File: config.mk
export PLATFORM = sky130hd
export DESIGN_NAME = logo_scan_ctrl_flat
export DESIGN_NICKNAME = d
export VERILOG_FILES = /design/src/rtl/logo_scan_ctrl_pkg.sv /design/src/rtl/logo_scan_ctrl_if.sv /design/src/rtl/logo_scan_ctrl_wave_shift.sv /design/src/rtl/logo_scan_ctrl.sv /design/src/flat_wrapper.sv
export SDC_FILE = /design/constraint.sdc
export NUM_CORES = 1
export LEC_CHECK = 0
export CAP_MARGIN = 10
export CELL_PAD_IN_SITES_DETAIL_PLACEMENT = 0
export CELL_PAD_IN_SITES_GLOBAL_PLACEMENT = 1
export CORE_UTILIZATION = 43
export CTS_CLUSTER_DIAMETER = 120
export CTS_CLUSTER_SIZE = 25
export DETAILED_ROUTE_END_ITERATION = 6
export PLACE_DENSITY_LB_ADDON = 0.08
export SYNTH_ARGS = -nofsm -noshare
export SYNTH_HDL_FRONTEND = slang
export SYNTH_SLANG_ARGS = --single-unit
File: constraint.sdc
create_clock -name clk -period 12.7 [get_ports clk]
set_clock_uncertainty 0.1 [all_clocks]
set_input_delay 1.27 -clock clk [delete_from_list [all_inputs] [get_ports clk]]
set_output_delay 1.27 -clock clk [all_outputs]
set_load 0.005 [all_outputs]
File: src/rtl/logo_scan_ctrl_pkg.sv
// Shared types and sizing for the wave-logo column scanner.
package logo_pkg;
  localparam int ROWS = 38;
  localparam int COLS = 251;

  typedef logic [9:0]      col_t;
  typedef logic [ROWS-1:0] row_t;

  typedef enum logic [2:0] {IDLE, FETCH, LATCH, PRESENT, HOLD} state_t;

  // The phase counter must hold 0..4*amp-1, never narrower than one bit.
  function automatic int phase_w(input int amp);
    return (amp <= 0) ? 1 : $clog2(4 * amp);
  endfunction
endpackage

File: src/rtl/logo_scan_ctrl_if.sv
// Column handshake between the scanner and the LED/column driver.
interface logo_scan_ctrl_if;
  import logo_pkg::*;

  row_t out_col;
  logic out_valid;
  logic out_ready;

  modport master (output out_col, output out_valid, input out_ready);
  modport slave  (input out_col, input out_valid, output out_ready);
endinterface

File: src/rtl/logo_scan_ctrl_wave_shift.sv
// Triangle-wave vertical offset: maps (column, phase) to a signed shift
// and applies it to the ROM column with zero fill.
module wave_shift
  import logo_pkg::*;
#(
  parameter int WAVE_AMP = 2,
  parameter int PW       = phase_w(WAVE_AMP)
) (
  input  col_t          col_idx,
  input  logic [PW-1:0] phase,
  input  row_t          rom_data,
  output row_t          shifted
);
  localparam int          M    = (WAVE_AMP == 0) ? 1 : 4 * WAVE_AMP;
  localparam logic [15:0] A1   = 16'(WAVE_AMP);
  localparam logic [15:0] A2   = 16'(2 * WAVE_AMP);
  localparam logic [15:0] A3   = 16'(3 * WAVE_AMP);
  localparam logic [15:0] MODV = 16'(M);

  logic [15:0] w_u;
  logic [15:0] w_shl;
  logic [15:0] w_shr;

  assign w_u = (16'(col_idx) + 16'(phase)) % MODV;

  // Rising half of the wave covers off=-A..+A, falling half +A..-A.
  // With A=0 the modulus is 1, so both shift amounts collapse to zero.
  always_comb begin
    w_shl = '0;
    w_shr = '0;
    if (w_u < A2) begin
      if (w_u < A1) w_shl = A1 - w_u;
      else          w_shr = w_u - A1;
    end else begin
      if (w_u < A3) w_shr = A3 - w_u;
      else          w_shl = w_u - A3;
    end
  end

  assign shifted = (rom_data << w_shl) >> w_shr;
endmodule

File: src/rtl/logo_scan_ctrl.sv
// Logo column scanner: steps the ROM column index, latches the wave-shifted
// column and presents it to the driver with a dwell gap between columns.
module logo_scan_ctrl
  import logo_pkg::*;
#(
  parameter  int COLS     = logo_pkg::COLS,
  parameter  int WAVE_AMP = 2,
  parameter  int DWELL    = 4,
  localparam int PW       = phase_w(WAVE_AMP)
) (
  input  logic          clk,
  input  logic          rst_n,
  input  logic          enable,
  output col_t          col_idx,
  input  row_t          rom_data,
  logo_scan_ctrl_if.master drv,
  output logic          frame_done,
  output logic [PW-1:0] phase,
  output logic          busy
);
  localparam int M   = (WAVE_AMP == 0) ? 1 : 4 * WAVE_AMP;
  localparam int DCW = (DWELL > 0) ? $clog2(DWELL + 1) : 1;

  state_t         r_state, w_state_next;
  col_t           r_col, w_col_next;
  logic [PW-1:0]  r_phase, w_phase_next;
  row_t           r_out_col, w_out_col_next;
  logic           r_out_valid, w_out_valid_next;
  logic           r_frame_done, w_frame_done_next;
  logic [DCW-1:0] r_dwell, w_dwell_next;
  row_t           w_shifted;

  wave_shift #(.WAVE_AMP(WAVE_AMP), .PW(PW)) u_wave_shift (
    .col_idx  (r_col),
    .phase    (r_phase),
    .rom_data (rom_data),
    .shifted  (w_shifted)
  );

  always_ff @(posedge clk or negedge rst_n) begin
    if (!rst_n) begin
      r_state      <= IDLE;
      r_col        <= '0;
      r_phase      <= '0;
      r_out_col    <= '0;
      r_out_valid  <= 1'b0;
      r_frame_done <= 1'b0;
      r_dwell      <= '0;
    end else begin
      r_state      <= w_state_next;
      r_col        <= w_col_next;
      r_phase      <= w_phase_next;
      r_out_col    <= w_out_col_next;
      r_out_valid  <= w_out_valid_next;
      r_frame_done <= w_frame_done_next;
      r_dwell      <= w_dwell_next;
    end
  end

  always_comb begin
    w_state_next      = r_state;
    w_col_next        = r_col;
    w_phase_next      = r_phase;
    w_out_col_next    = r_out_col;
    w_out_valid_next  = r_out_valid;
    w_frame_done_next = 1'b0;
    w_dwell_next      = r_dwell;
    case (r_state)
      IDLE:  if (enable) w_state_next = FETCH;
      FETCH: w_state_next = LATCH;
      LATCH: begin
        w_out_col_next   = w_shifted;
        w_out_valid_next = 1'b1;
        w_state_next     = PRESENT;
      end
      PRESENT: begin
        if (drv.out_ready) begin
          w_out_valid_next = 1'b0;
          if (r_col == col_t'(COLS - 1)) begin
            w_col_next        = '0;
            w_frame_done_next = 1'b1;
            w_phase_next      = (r_phase == PW'(M - 1)) ? '0 : r_phase + 1'b1;
          end else begin
            w_col_next = r_col + 1'b1;
          end
          // enable is only honoured here and at the end of the dwell.
          if (DWELL != 0) begin
            w_dwell_next = '0;
            w_state_next = HOLD;
          end else begin
            w_state_next = enable ? FETCH : IDLE;
          end
        end
      end
      HOLD: begin
        if (r_dwell == DCW'(DWELL - 1)) w_state_next = enable ? FETCH : IDLE;
        else                            w_dwell_next = r_dwell + 1'b1;
      end
      default: w_state_next = IDLE;
    endcase
  end

  assign col_idx       = r_col;
  assign drv.out_col   = r_out_col;
  assign drv.out_valid = r_out_valid;
  assign frame_done    = r_frame_done;
  assign phase         = r_phase;
  assign busy          = (r_state != IDLE);
endmodule

File: src/flat_wrapper.sv
// flat-port wrapper written by rule: the top's interface ports become plain ports
module logo_scan_ctrl_flat import logo_pkg::*;
#(
  parameter  int COLS     = logo_pkg::COLS,
  parameter  int WAVE_AMP = 2,
  parameter  int DWELL    = 4,
  localparam int PW       = phase_w(WAVE_AMP)
)
  (clk, rst_n, enable, col_idx, rom_data, frame_done, phase, busy, drv_out_col, drv_out_valid, drv_out_ready);
  logo_scan_ctrl_if drv_i ();
  input  logic clk;
  input  logic rst_n;
  input  logic enable;
  output col_t col_idx;
  input  row_t rom_data;
  output logic frame_done;
  output logic [PW-1:0] phase;
  output logic busy;
  output wire logic [$bits(drv_i.out_col)-1:0] drv_out_col;
  output wire logic [$bits(drv_i.out_valid)-1:0] drv_out_valid;
  input wire logic [$bits(drv_i.out_ready)-1:0] drv_out_ready;
  assign drv_out_col = drv_i.out_col;
  assign drv_out_valid = drv_i.out_valid;
  assign drv_i.out_ready = drv_out_ready;
  logo_scan_ctrl #(.COLS(COLS), .WAVE_AMP(WAVE_AMP), .DWELL(DWELL)) u_core (.clk(clk), .rst_n(rst_n), .enable(enable), .col_idx(col_idx), .rom_data(rom_data), .drv(drv_i), .frame_done(frame_done), .phase(phase), .busy(busy));
endmodule
==> results.py <==
metrics = {
    "route": {
        "routedWlPerCell_um": 19.3,
        "drt_pass1_iterations": 5,
        "drc": 0,
        "postRouteAntennaNets": 0,
        "drtIter0Drc": 626,
        "via_per_inst": 6.26,
        "wl_um": 17600,
        "num_vias": 5688,
    },
    "power_and_ir_drop": {
        "ir_drop_mv": 0.142,
        "power-per-cell-area_nw_per_um2": 329,
        "p_leak_nw": 2.84,
    },
    "clocking": {
        "cts_root_buffer": "clkbuf_16",
        "ctsLongestPathBuffers": 2,
        "h-tree-depth": 3,
        "path_clk_slew_ns": 0.05,
        "worstSkewPairLatency_ns": 0.33,
        "post_cts_resized": 0,
        "cts_tree": "built",
        "cts_hold_buf": 0,
        "cts.sinks": 59,
        "post_cts.repair.setup_buffers": 0,
        "cts_buffers": 9,
    },
    "grt": {
        "met2_usage_pct": 44.1,
        "grt_max_degree": 60,
        "grt_pass1_wl_um": 27900,
        "grt_usage_pct": 27.1,
        "gr-total-overflow": 0,
        "grt.busiest_layer": "met2",
        "antenna_found_initial": 0,
        "grtUsageMet1_pct": 37.6,
        "grt_pass1_vias": 5223,
        "use_met3_pct": 3.71,
    },
    "synth": {
        "synth_cell_types": 62,
        "syn_inst": 674,
        "yosys_register_bits": 59,
        "synth_fp_nets": 728,
        "synth_edf_count": 0,
        "avgSynthCellArea_sq_um": 8.06,
        "yosysWarnings": 0,
        "async_flop_share_pct": 100,
        "ys_seq_area_share_pct": 27.2,
        "netlist_area_sq_um": 5430,
        "ys.flop_type": "dfrtp_1",
    },
    "timing": {
        "slew_headroom_pct": 22.8,
        "max_freq_ghz": 0.191,
        "fin_crit_sh_pct": 41.1,
        "setup-violations-final": 0,
        "rsz0062_at_grt": "no",
        "fin_crit_ns": 5.22,
        "report.final.slew_viol_count": 0,
        "setup_tns_ns": 0,
        "tightest_slew_ns": 1.16,
        "hold_violations": 0,
    },
    "setup_path": {
        "critPathMaxFanout": 33,
        "required_ns": 12.75,
        "cp-start-kind": "flop",
        "critical_path_buf_inv_count": 2,
        "crit_path_frequent_cell": "ha_1",
        "arrival_ns": 5.28,
        "slowest_stage": "mux2i_1",
        "cp_top_family": "compound AO/OA/AOI/OAI gates",
        "critical_path_class": "flop to flop",
        "cpPeakStageDelay_ns": 0.80,
        "cp_cell_sequence": "ha_1 > fa_1 > xnor3_2 > inv_2 > ha_1 > nand2b_1 > mux2i_1 > a211oi_4 > buf_4 > a2111oi_2 > o22ai_1 > a22oi_1 > o221ai_1",
        "r2r_start": "u_core.col_idx[0]",
        "timing.critical_path.from": "u_core.col_idx[0]",
        "end_kind": "flop",
    },
    "final_layout": {
        "drive_gt1_share_pct": 8.51,
        "layout.nets": 789,
        "fin_cells": 908,
        "syn2layout_area_growth_pct": 24.0,
        "antennaDiodeCount": 0,
    },
    "die": {
        "dieArea_sq_um": 13100,
        "initial_core_util_pct": 44.7,
        "num_rows": 40,
        "io_pins": 96,
        "fp.dieH_um": 114,
        "coreArea_sq_um": 12200,
        "die_x_um": 114,
    },
    "placement": {
        "place_congestion": 1.05,
        "io_buffer_count": 95,
        "dp_hpwl_um": 12600,
        "placed_cells": 891,
    },
    "worst_hold_path": {
        "worstHoldStart": "u_core.drv.out_valid",
        "worstHoldPathType": "flop to flop",
    },
    "flow_run": {
        "drv_cap": 0,
    },
    "run_status": {
        "status": "finished, final reports clean",
    },
}
==> final cells by class <==
cell class / count / area [sq um]
fillers: 1154 / 5420
multi-input cells: 547 / 3630
flip-flops and latches: 59 / 1480
repair buffers: 108 / 1060
clock buffers: 12 / 256
well taps: 168 / 210
clock inverters: 4 / 72.6
inverters: 10 / 37.5
==> state kept, by name (all words and copies together) (netlist names) <==
register and flops:
u_core.drv.out_col 38, u_core.frame_done 1, u_core.r_dwell 3, u_core.col_idx 10
u_core.phase 3, u_core.r_state 3, u_core.drv.out_valid 1
==> cell usage after synthesis, types with 11 or more instances <==
library cell,count,area [sq um]
a22oi_1,12,90.1
clkbuf_1,28,105
a2111oi_1,14,140
o21ai_0,37,185
nand2_1,90,338
nor2_1,26,97.6
nand3_1,47,235
ha_1,11,138
a2111oi_2,12,180
dfrtp_1,59,1480
o21ai_1,19,95.1
buf_2,12,60.1
a21oi_1,96,480
mux2i_1,51,510
o221ai_1,29,254
==> metal layers <==
layer | routed length (um) | vias up
met5 | 0 | -
met4 | 349 | 0
met3 | 766 | 29
met2 | 8410 | 210
met1 | 8020 | 2735
li1 | - | 2714
==> worst register-to-register path: cells and delay by family, from the launching register on <==
family	cells	cell delay [ns]
flip-flops	1	0.46
multiplexers	1	0.80
adder cells (fa/ha/maj)	3	0.97
AND/OR/NAND/NOR	1	0.18
XOR/XNOR	1	0.58
AO/OA/AOI/OAI	5	1.45
buffers and inverters	2	0.51
==> cells by family (layout without fill, tap and decap cells) <==
kind of cell	after synthesis	after routing	share of synthesized area, %
buffers and inverters	68	134	6.36
flip-flops	59	59	27.2
AND/OR/NAND/NOR	202	202	17.1
XOR/XNOR	6	6	1.24
AO/OA/AOI/OAI	269	269	34.4
multiplexers	58	58	10.8
adder cells (fa/ha/maj)	12	12	2.90
==> metrics by stage <==
stage	power [mW]	cell area [sq um]	hold slack, ns	setup slack [ns]	utilization (%)
global placement	1.91	6390	0.367	7.65	52.5
global route	2.38	6740	0.409	7.19	55.4
floorplan	1.45	5430	0.364	8.67	-
finish	2.22	6740	0.384	7.48	55.4
CTS	2.20	6720	0.387	7.53	55.2
detailed placement	1.93	6390	0.368	7.53	52.5
==> layout by cell type (no fill, tap or decap), drive strengths merged, types with 3 or more instances in the layout <==
master / n
a31oi: 6
and3: 5
mux2: 7
a32oi: 5
dfrtp: 59
nor2b: 3
nand4: 3
or3: 5
xor2: 4
a211oi: 4
o211ai: 6
nand2b: 5
a22oi: 12
inv: 10
clkbuf: 12
nand2: 90
mux2i: 51
o22ai: 8
clkdlybuf4s50: 94
a311oi: 3
a21oi: 96
o221ai: 29
buf: 14
o21ai: 56
a221oi: 7
nand3: 47
ha: 11
a2111oi: 27
nor2: 26
nor3: 8
==> where the power goes <==
group | internal, mW | switching [mW]
clock network | 0.182 | 0.0818
logic | 0.608 | 1.03
registers | 0.261 | 0.0544
total | 1.05 | 1.17
==> path summary, 6_finish.rpt <==
path	endpoint	slack [ns]	cells after the start
min in group asynchronous	u_core.col_idx[2]	0.98	2
worst min register to register	u_core.drv.out_valid	0.38	2
max in group asynchronous	u_core.col_idx[4]	11.00	2
worst max-delay path	u_core.drv.out_col[28]	7.48	13
worst max register to register	u_core.drv.out_col[28]	7.48	13
worst min-delay path	u_core.drv.out_valid	0.38	2
Power figures use the tool's default switching activity.
